--- config.mk ---
export PLATFORM = sky130hd
export DESIGN_NAME = reg_scoreboard
export DESIGN_NICKNAME = d
export VERILOG_FILES = /design/src/rtl/reg_scoreboard.sv
export SDC_FILE = /design/constraint.sdc
export NUM_CORES = 1
export LEC_CHECK = 0
export CAP_MARGIN = 10
export CORE_ASPECT_RATIO = 2
export CORE_MARGIN = 2
export CORE_UTILIZATION = 56
export DETAILED_ROUTE_END_ITERATION = 6
export PLACE_DENSITY = 0.81
export SLEW_MARGIN = 20
export SYNTH_ARGS = -nofsm -noshare
export SYNTH_HDL_FRONTEND = slang
export SYNTH_SLANG_ARGS = --single-unit
--- constraint.sdc ---
create_clock -name clk -period 3.8 [get_ports clk]
set_input_delay 0.38 -clock clk [delete_from_list [all_inputs] [get_ports clk]]
set_output_delay 0.38 -clock clk [all_outputs]
set_load 0.01 [all_outputs]
--- src/rtl/reg_scoreboard.sv ---
// reg_scoreboard: per-register pending-write counters, RAW hazard detection and registered one-hot regfile write enable
module reg_scoreboard #(
    parameter int ADDR_W  = 5,
    parameter int CNT_W   = 2,
    parameter int ZERO_HW = 1
) (
    input  logic                 clk,
    input  logic                 rst_n,
    input  logic                 flush,
    input  logic                 iss_valid,
    input  logic                 iss_wen,
    input  logic [ADDR_W-1:0]    iss_rd,
    output logic                 iss_ready,
    input  logic [ADDR_W-1:0]    rs1,
    input  logic [ADDR_W-1:0]    rs2,
    output logic                 rs1_hazard,
    output logic                 rs2_hazard,
    input  logic                 wb_valid,
    input  logic [ADDR_W-1:0]    wb_rd,
    output logic [2**ADDR_W-1:0] wb_eni,
    output logic [2**ADDR_W-1:0] busy,
    output logic                 wb_err
);
    localparam int NREG = 2**ADDR_W;
    localparam logic [CNT_W-1:0] CNT_MAX = '1;
    localparam logic [CNT_W-1:0] CNT_ONE = CNT_W'(1);
    logic [NREG-1:0][CNT_W-1:0] cnt_q, cnt_d;
    logic [NREG-1:0] wb_eni_q, wb_eni_d;
    logic wb_err_q, wb_err_d;
    logic iss_zero, wb_zero, rs1_zero, rs2_zero, inc, dec, wb_act;
    always_comb begin
        iss_zero   = (ZERO_HW != 0) && (iss_rd == '0);
        wb_zero    = (ZERO_HW != 0) && (wb_rd == '0);
        rs1_zero   = (ZERO_HW != 0) && (rs1 == '0);
        rs2_zero   = (ZERO_HW != 0) && (rs2 == '0);
        iss_ready  = !(iss_wen && !iss_zero && cnt_q[iss_rd] == CNT_MAX);
        inc        = iss_valid && iss_ready && iss_wen && !iss_zero;
        wb_act     = wb_valid && !wb_zero;
        dec        = wb_act && cnt_q[wb_rd] != '0;
        wb_err_d   = wb_act && cnt_q[wb_rd] == '0;
        wb_eni_d   = wb_act ? {{(NREG-1){1'b0}}, 1'b1} << wb_rd : '0;
        // a write landing now that retires the last outstanding one is bypassed
        rs1_hazard = !rs1_zero && cnt_q[rs1] != '0 && !(wb_valid && wb_rd == rs1 && cnt_q[rs1] == CNT_ONE);
        rs2_hazard = !rs2_zero && cnt_q[rs2] != '0 && !(wb_valid && wb_rd == rs2 && cnt_q[rs2] == CNT_ONE);
        for (int i = 0; i < NREG; i++) begin
            cnt_d[i] = flush ? '0 : cnt_q[i] + CNT_W'(inc && iss_rd == ADDR_W'(i))
                                             - CNT_W'(dec && wb_rd == ADDR_W'(i));
            busy[i]  = cnt_q[i] != '0;
        end
    end
    always_ff @(posedge clk or negedge rst_n) begin
        if (!rst_n) begin
            cnt_q    <= '0;
            wb_eni_q <= '0;
            wb_err_q <= 1'b0;
        end else begin
            cnt_q    <= cnt_d;
            wb_eni_q <= wb_eni_d;
            wb_err_q <= wb_err_d;
        end
    end
    assign wb_eni = wb_eni_q;
    assign wb_err = wb_err_q;
endmodule
Yosys cells after proc, flatten, opt, wreduce, memory -nomap -nowiden:

Index checks and enable logic that the tools add are counted.

* muxes and demuxes: 41
* add/sub/neg operators: 64
* reduce and logical (&&, ||, !) cells: 127
* shift operators: 1
* eq/ne operators: 67
* $lt $le $gt $ge: 4

Operators with widths (count)
* equality test 5 bit, second input constant: 32
* equality test 5 x 4 -> 1 bit, second input constant: 16
* logical AND 1 bit: 80
* two-way mux 2 bit: 36
* nonzero test 2 bit: 35
* adder 2 x 1 -> 2 bit: 32
* subtractor 2 x 1 -> 2 bit: 32
* binary-select mux 2 bit (select 5 bit): 4
* equality test 5 x 3 -> 1 bit, second input constant: 8
* two-way mux 32 bit: 1
* left shift 1 x 5 -> 32 bit, first input constant: 1
* less-than comparator 5 x 6 -> 1 bit, second input constant: 4
* equality test 5 x 2 -> 1 bit, second input constant: 4
* logical NOT 5 bit: 4
* equality test 5 x 1 -> 1 bit, second input constant: 2
* equality test 5 bit: 2
* logical NOT 1 bit: 7
* equality test 2 x 1 -> 1 bit, second input constant: 2
* equality test 2 bit, second input constant: 1
* logical NOT 2 bit: 1

* input port bits: 26
* word-level logic and storage cells: 338
* output and inout bits: 68
* register bits after elaboration: 97

Depth between registers and ports, before layout:

* depth in word-level cells: 12
* gate-level depth with buffers: 15
* depth with buffers taken out: 12

Worst setup path before layout:

No wires, ideal clock.

* path type: input port to flip-flop
* from: input wb_rd[1]
* to: register cnt_q[51] (netlist bit)
* path slack: 992 ps
* cell stages on the path: 14
* buffers on the path: 2
* arrival: 2676 ps
* data required time: 3668 ps
* setup time: 132 ps
* cell sequence: buf_4 -> inv_2 -> mux4_2 -> a21oi_1 -> a22oi_1 -> o21ai_2 -> buf_4 -> nor3_1 -> ha_1 -> inv_1 -> ha_1 -> xor2_1 -> xnor2_1 -> nor2_1

RTL lines
* from (decl): RTL line 19 `input logic [ADDR_W-1:0] wb_rd,`
* to (signal assigned): RTL line 57 `cnt_q <= cnt_d;`
* to (decl): RTL line 27 `logic [NREG-1:0][CNT_W-1:0] cnt_q, cnt_d;`

Worst setup path after layout:

* from: input rs2[0]
* to: output rs2_hazard

* longest elaborated chain between the ends: 6
* elaborated cells on any way between the ends: 12
* those cells by class: eq/ne (2); mux (2); reduce/logical (8)

RTL lines
* from (decl): RTL line 15 `input logic [ADDR_W-1:0] rs2,`
* binary-select mux 2 bit (select 5 bit): RTL line 44 `rs2_hazard = !rs2_zero && cnt_q[rs2] != '0 && !(wb_valid && wb_rd == rs2 && cnt_q[rs2] == CNT_ONE);`
* two-way mux 2 bit (not written as such): RTL line 44
* equality test 2 x 1 -> 1 bit: RTL line 44
* logical AND 1 bit: RTL line 44
* logical NOT 1 bit: RTL line 44
* logical AND 1 bit (*): RTL line 44
* to (decl): RTL line 17 `output logic rs2_hazard,`

Every way passes the cells marked *; elsewhere a longest branch is shown, timed or not. The select of a mux whose other input is x is not followed.

==> metrics.txt <==
flip-flop cell with the highest count after synthesis=dfrtp_1; die boundary height=163 µm; latest clock arrival within the worst-skew pair=0.36 ns; first-pass GRT wire length=34800 µm; cell taking the most area after synthesis=dfrtp_1; H-Tree Depth=3; Clock Tree Root=clkbuf_16; fraction of layout instances using a drive strength above 1=0.129; maximum capacitance violations=0; kind of capture point of the worst setup path=output pin; Core Area=12400 µm²; startpoint of the lowest-slack register-to-register path=cnt_q[5]; total vias in the final route=6317; power per cell area=274 nW/µm²; TritonCTS buffer count=9; placement row count=58; worst-case setup margin in the final layout=0.203 ns; Port Buffers=93; overall routing resource usage=0.335; CP dominant cell by count=clkdlybuf4s50_1; average footprint of a synthesized cell=9.63 µm²; hold crit path type=primary input to async pin; Routed wire per std cell=22.5 µm; floorplan die area=13600 µm²; number of global-route vias before repair=6304; Largest stage delay, worst path=0.83 ns; Fill cells=961; quantity of gates resized following cts=0; transition time of the tightest slew-check pin=1.01 ns; run status=finished, violations left; worst slack at placement=0.225 ns; CP Data Arrival Time=3.22 ns; placer's final routability congestion estimate=1.03; net total in the final layout=915; clock-pin transition on the worst setup and hold timing paths=0.08 ns; top cell type's share of synthesized area=0.344; final worst path period need=3.60 ns; critical path cell sequence=clkdlybuf4s50_1 > mux4_1 > nor2b_1 > a211oi_1 > nor4_1 > or4_1 > clkdlybuf4s50_1; number of clock sinks=97; violation count after the first detailed-route iteration=661; max-slew violation count=0; area of combinational cells with multiple inputs=4280 µm²; number of cell instances on the worst register-to-register path=13; hpwl dp=16400 µm; period utilization=0.947; CP Max Fanout=11; leading post-synthesis cells by cell area=dfrtp_1, ha_1, mux4_2, xor2_1, xnor2_1; classification of the worst setup path=primary input to output pin; Max VDD drop=0.242 mV; portion of the post-synthesis area used by sequential elements=0.344; violated checks=design-rule violations, negative hold slack; number of detailed-route iterations in the first pass=7; total area of sequential cells=2430 µm²; setup bufs post-CTS=0; unrepaired setup endpoints after global routing=no; flip-flop and latch count after synthesis=97; final worst hold slack=-0.00689 ns; area of the mapped netlist=7060 µm²; post-synthesis instance total=733; Netlist cell types=49; leakage=0.00419 µW; cell types with the highest counts after synthesis=dfrtp_1, nor2_1, ha_1; most frequent cell after synthesis=dfrtp_1; cell with the largest stage delay on the worst path=clkdlybuf4s50_1; ratio of routed vias to standard cells=6.44; count of antenna diodes in the layout=0; Horiz. Die Dim=83.4 µm; worst flop-to-flop path endpoint=cnt_q[45]; initial antenna violation count=0; reg-to-reg slack, setup=0.63 ns; cts-stage hold buffer count=0; final-report setup violation count=0; IO Count=94; maximum number of pins on one net before global-route repair=54; clock skew after layout=0.0100 ns; Remaining DRCs=13; maximum clock path buffer count=2; Yosys Warn Count=0; total length of routed wires=22100 µm; peak clock frequency supported by timing=278 MHz; global route overflow=0; ys async rst share=1.00; TritonCTS clock tree=yes; Worst EP required=3.42 ns; Antenna Nets Post-Route=0; Initial Utilization=0.569; startpoint type of the worst setup path=primary input; aggregate negative setup slack=0 ns; Post-synth EDFFs=0; Area Overhead vs Synth=20.4%; worst rel slew slack=0.329; number of failing hold endpoints at the final stage=25
[stage by stage]
step	hold slack [ns]	cell area [µm²]	power [µW]	std cells	utilization
2_1_floorplan	0.0844	7060	1260	734	-
3_3_place_gp	0.382	8210	1420	965	0.661
3_5_place_dp	0.384	8210	1420	965	0.661
4_1_cts	0.00854	8500	2320	981	0.685
5_1_grt	0.0216	8500	2400	981	0.685
6_report	-0.00689	8500	2330	981	0.685
[registers in the layout (all words and copies together) (netlist names)]
| register | flops |
|---|---|
| wb_eni | 32 |
| cnt_q | 64 |
| wb_err | 1 |
[logic make-up (layout without fill, tap and decap cells)]
family / after synthesis / count (layout) / share of synthesized area
AND/OR/NAND/NOR: 312 / 312 / 0.220
flip-flops: 97 / 97 / 0.344
other: 1 / 2 / 0.000531
multiplexers: 47 / 47 / 0.129
XOR/XNOR: 73 / 73 / 0.0906
adder cells (fa/ha/maj): 63 / 63 / 0.112
AO/OA/AOI/OAI: 58 / 58 / 0.0537
buffers and inverters: 82 / 179 / 0.0504
[power by group]
| part | internal (µW) | switching [µW] |
|---|---|---|
| registers | 1040 | 14.4 |
| logic | 140 | 214 |
| clock network | 461 | 455 |
[per-layer routing]
metal  vias to the layer above  part of all wire  GRT usage
met4                         0             0.088      0.263
met1                      3044              0.34      0.388
li1                       2735                 -          -
met5                         -                 0          0
met2                       422              0.49      0.553
met3                       116             0.084     0.0471
[how the worst max path moves through the flow]
stage / start / endpoint / slack, ns / cells after the start
final: rs2[0] / rs2_hazard / 0.20 / 7
after global routing: rs2[0] / rs2_hazard / 0.11 / 8
after CTS: rs2[0] / rs2_hazard / 0.22 / 7
after detailed placement: rs2[0] / rs2_hazard / 0.22 / 7
after global placement: rs2[0] / rs2_hazard / 0.26 / 7
after floorplan: wb_rd[1] / cnt_q[51] / 0.99 / 14
[placed cells by master, fill, tap and decap left out, types with 34 or more instances in the layout]
cell             netlist  final
nand2_1               40     40
ha_1                  63     63
nor2b_1               36     36
clkdlybuf4s50_1        0     91
dfrtp_1               97     97
nor2_1                79     79
nand3_1               59     59
xnor2_1               34     34
xor2_1                39     39
inv_1                 38     38
nor3_1                37     37
[area by class of cell]
type	count	area share
Sequential cell	97	0.286
Inverter	39	0.0172
Clock buffer	10	0.0269
Multi-Input combinational cell	555	0.503
Clock inverter	6	0.00722
Timing Repair Buffer	124	0.138
Tap cell	150	0.0221
[critical path: cells and delay by family]
kind / cells / cell delay (ns)
simple gates: 3 / 0.65
compound gates: 1 / 0.23
buf+inv: 2 / 1.32
mux: 1 / 0.63
Power figures use the tool's default switching activity.
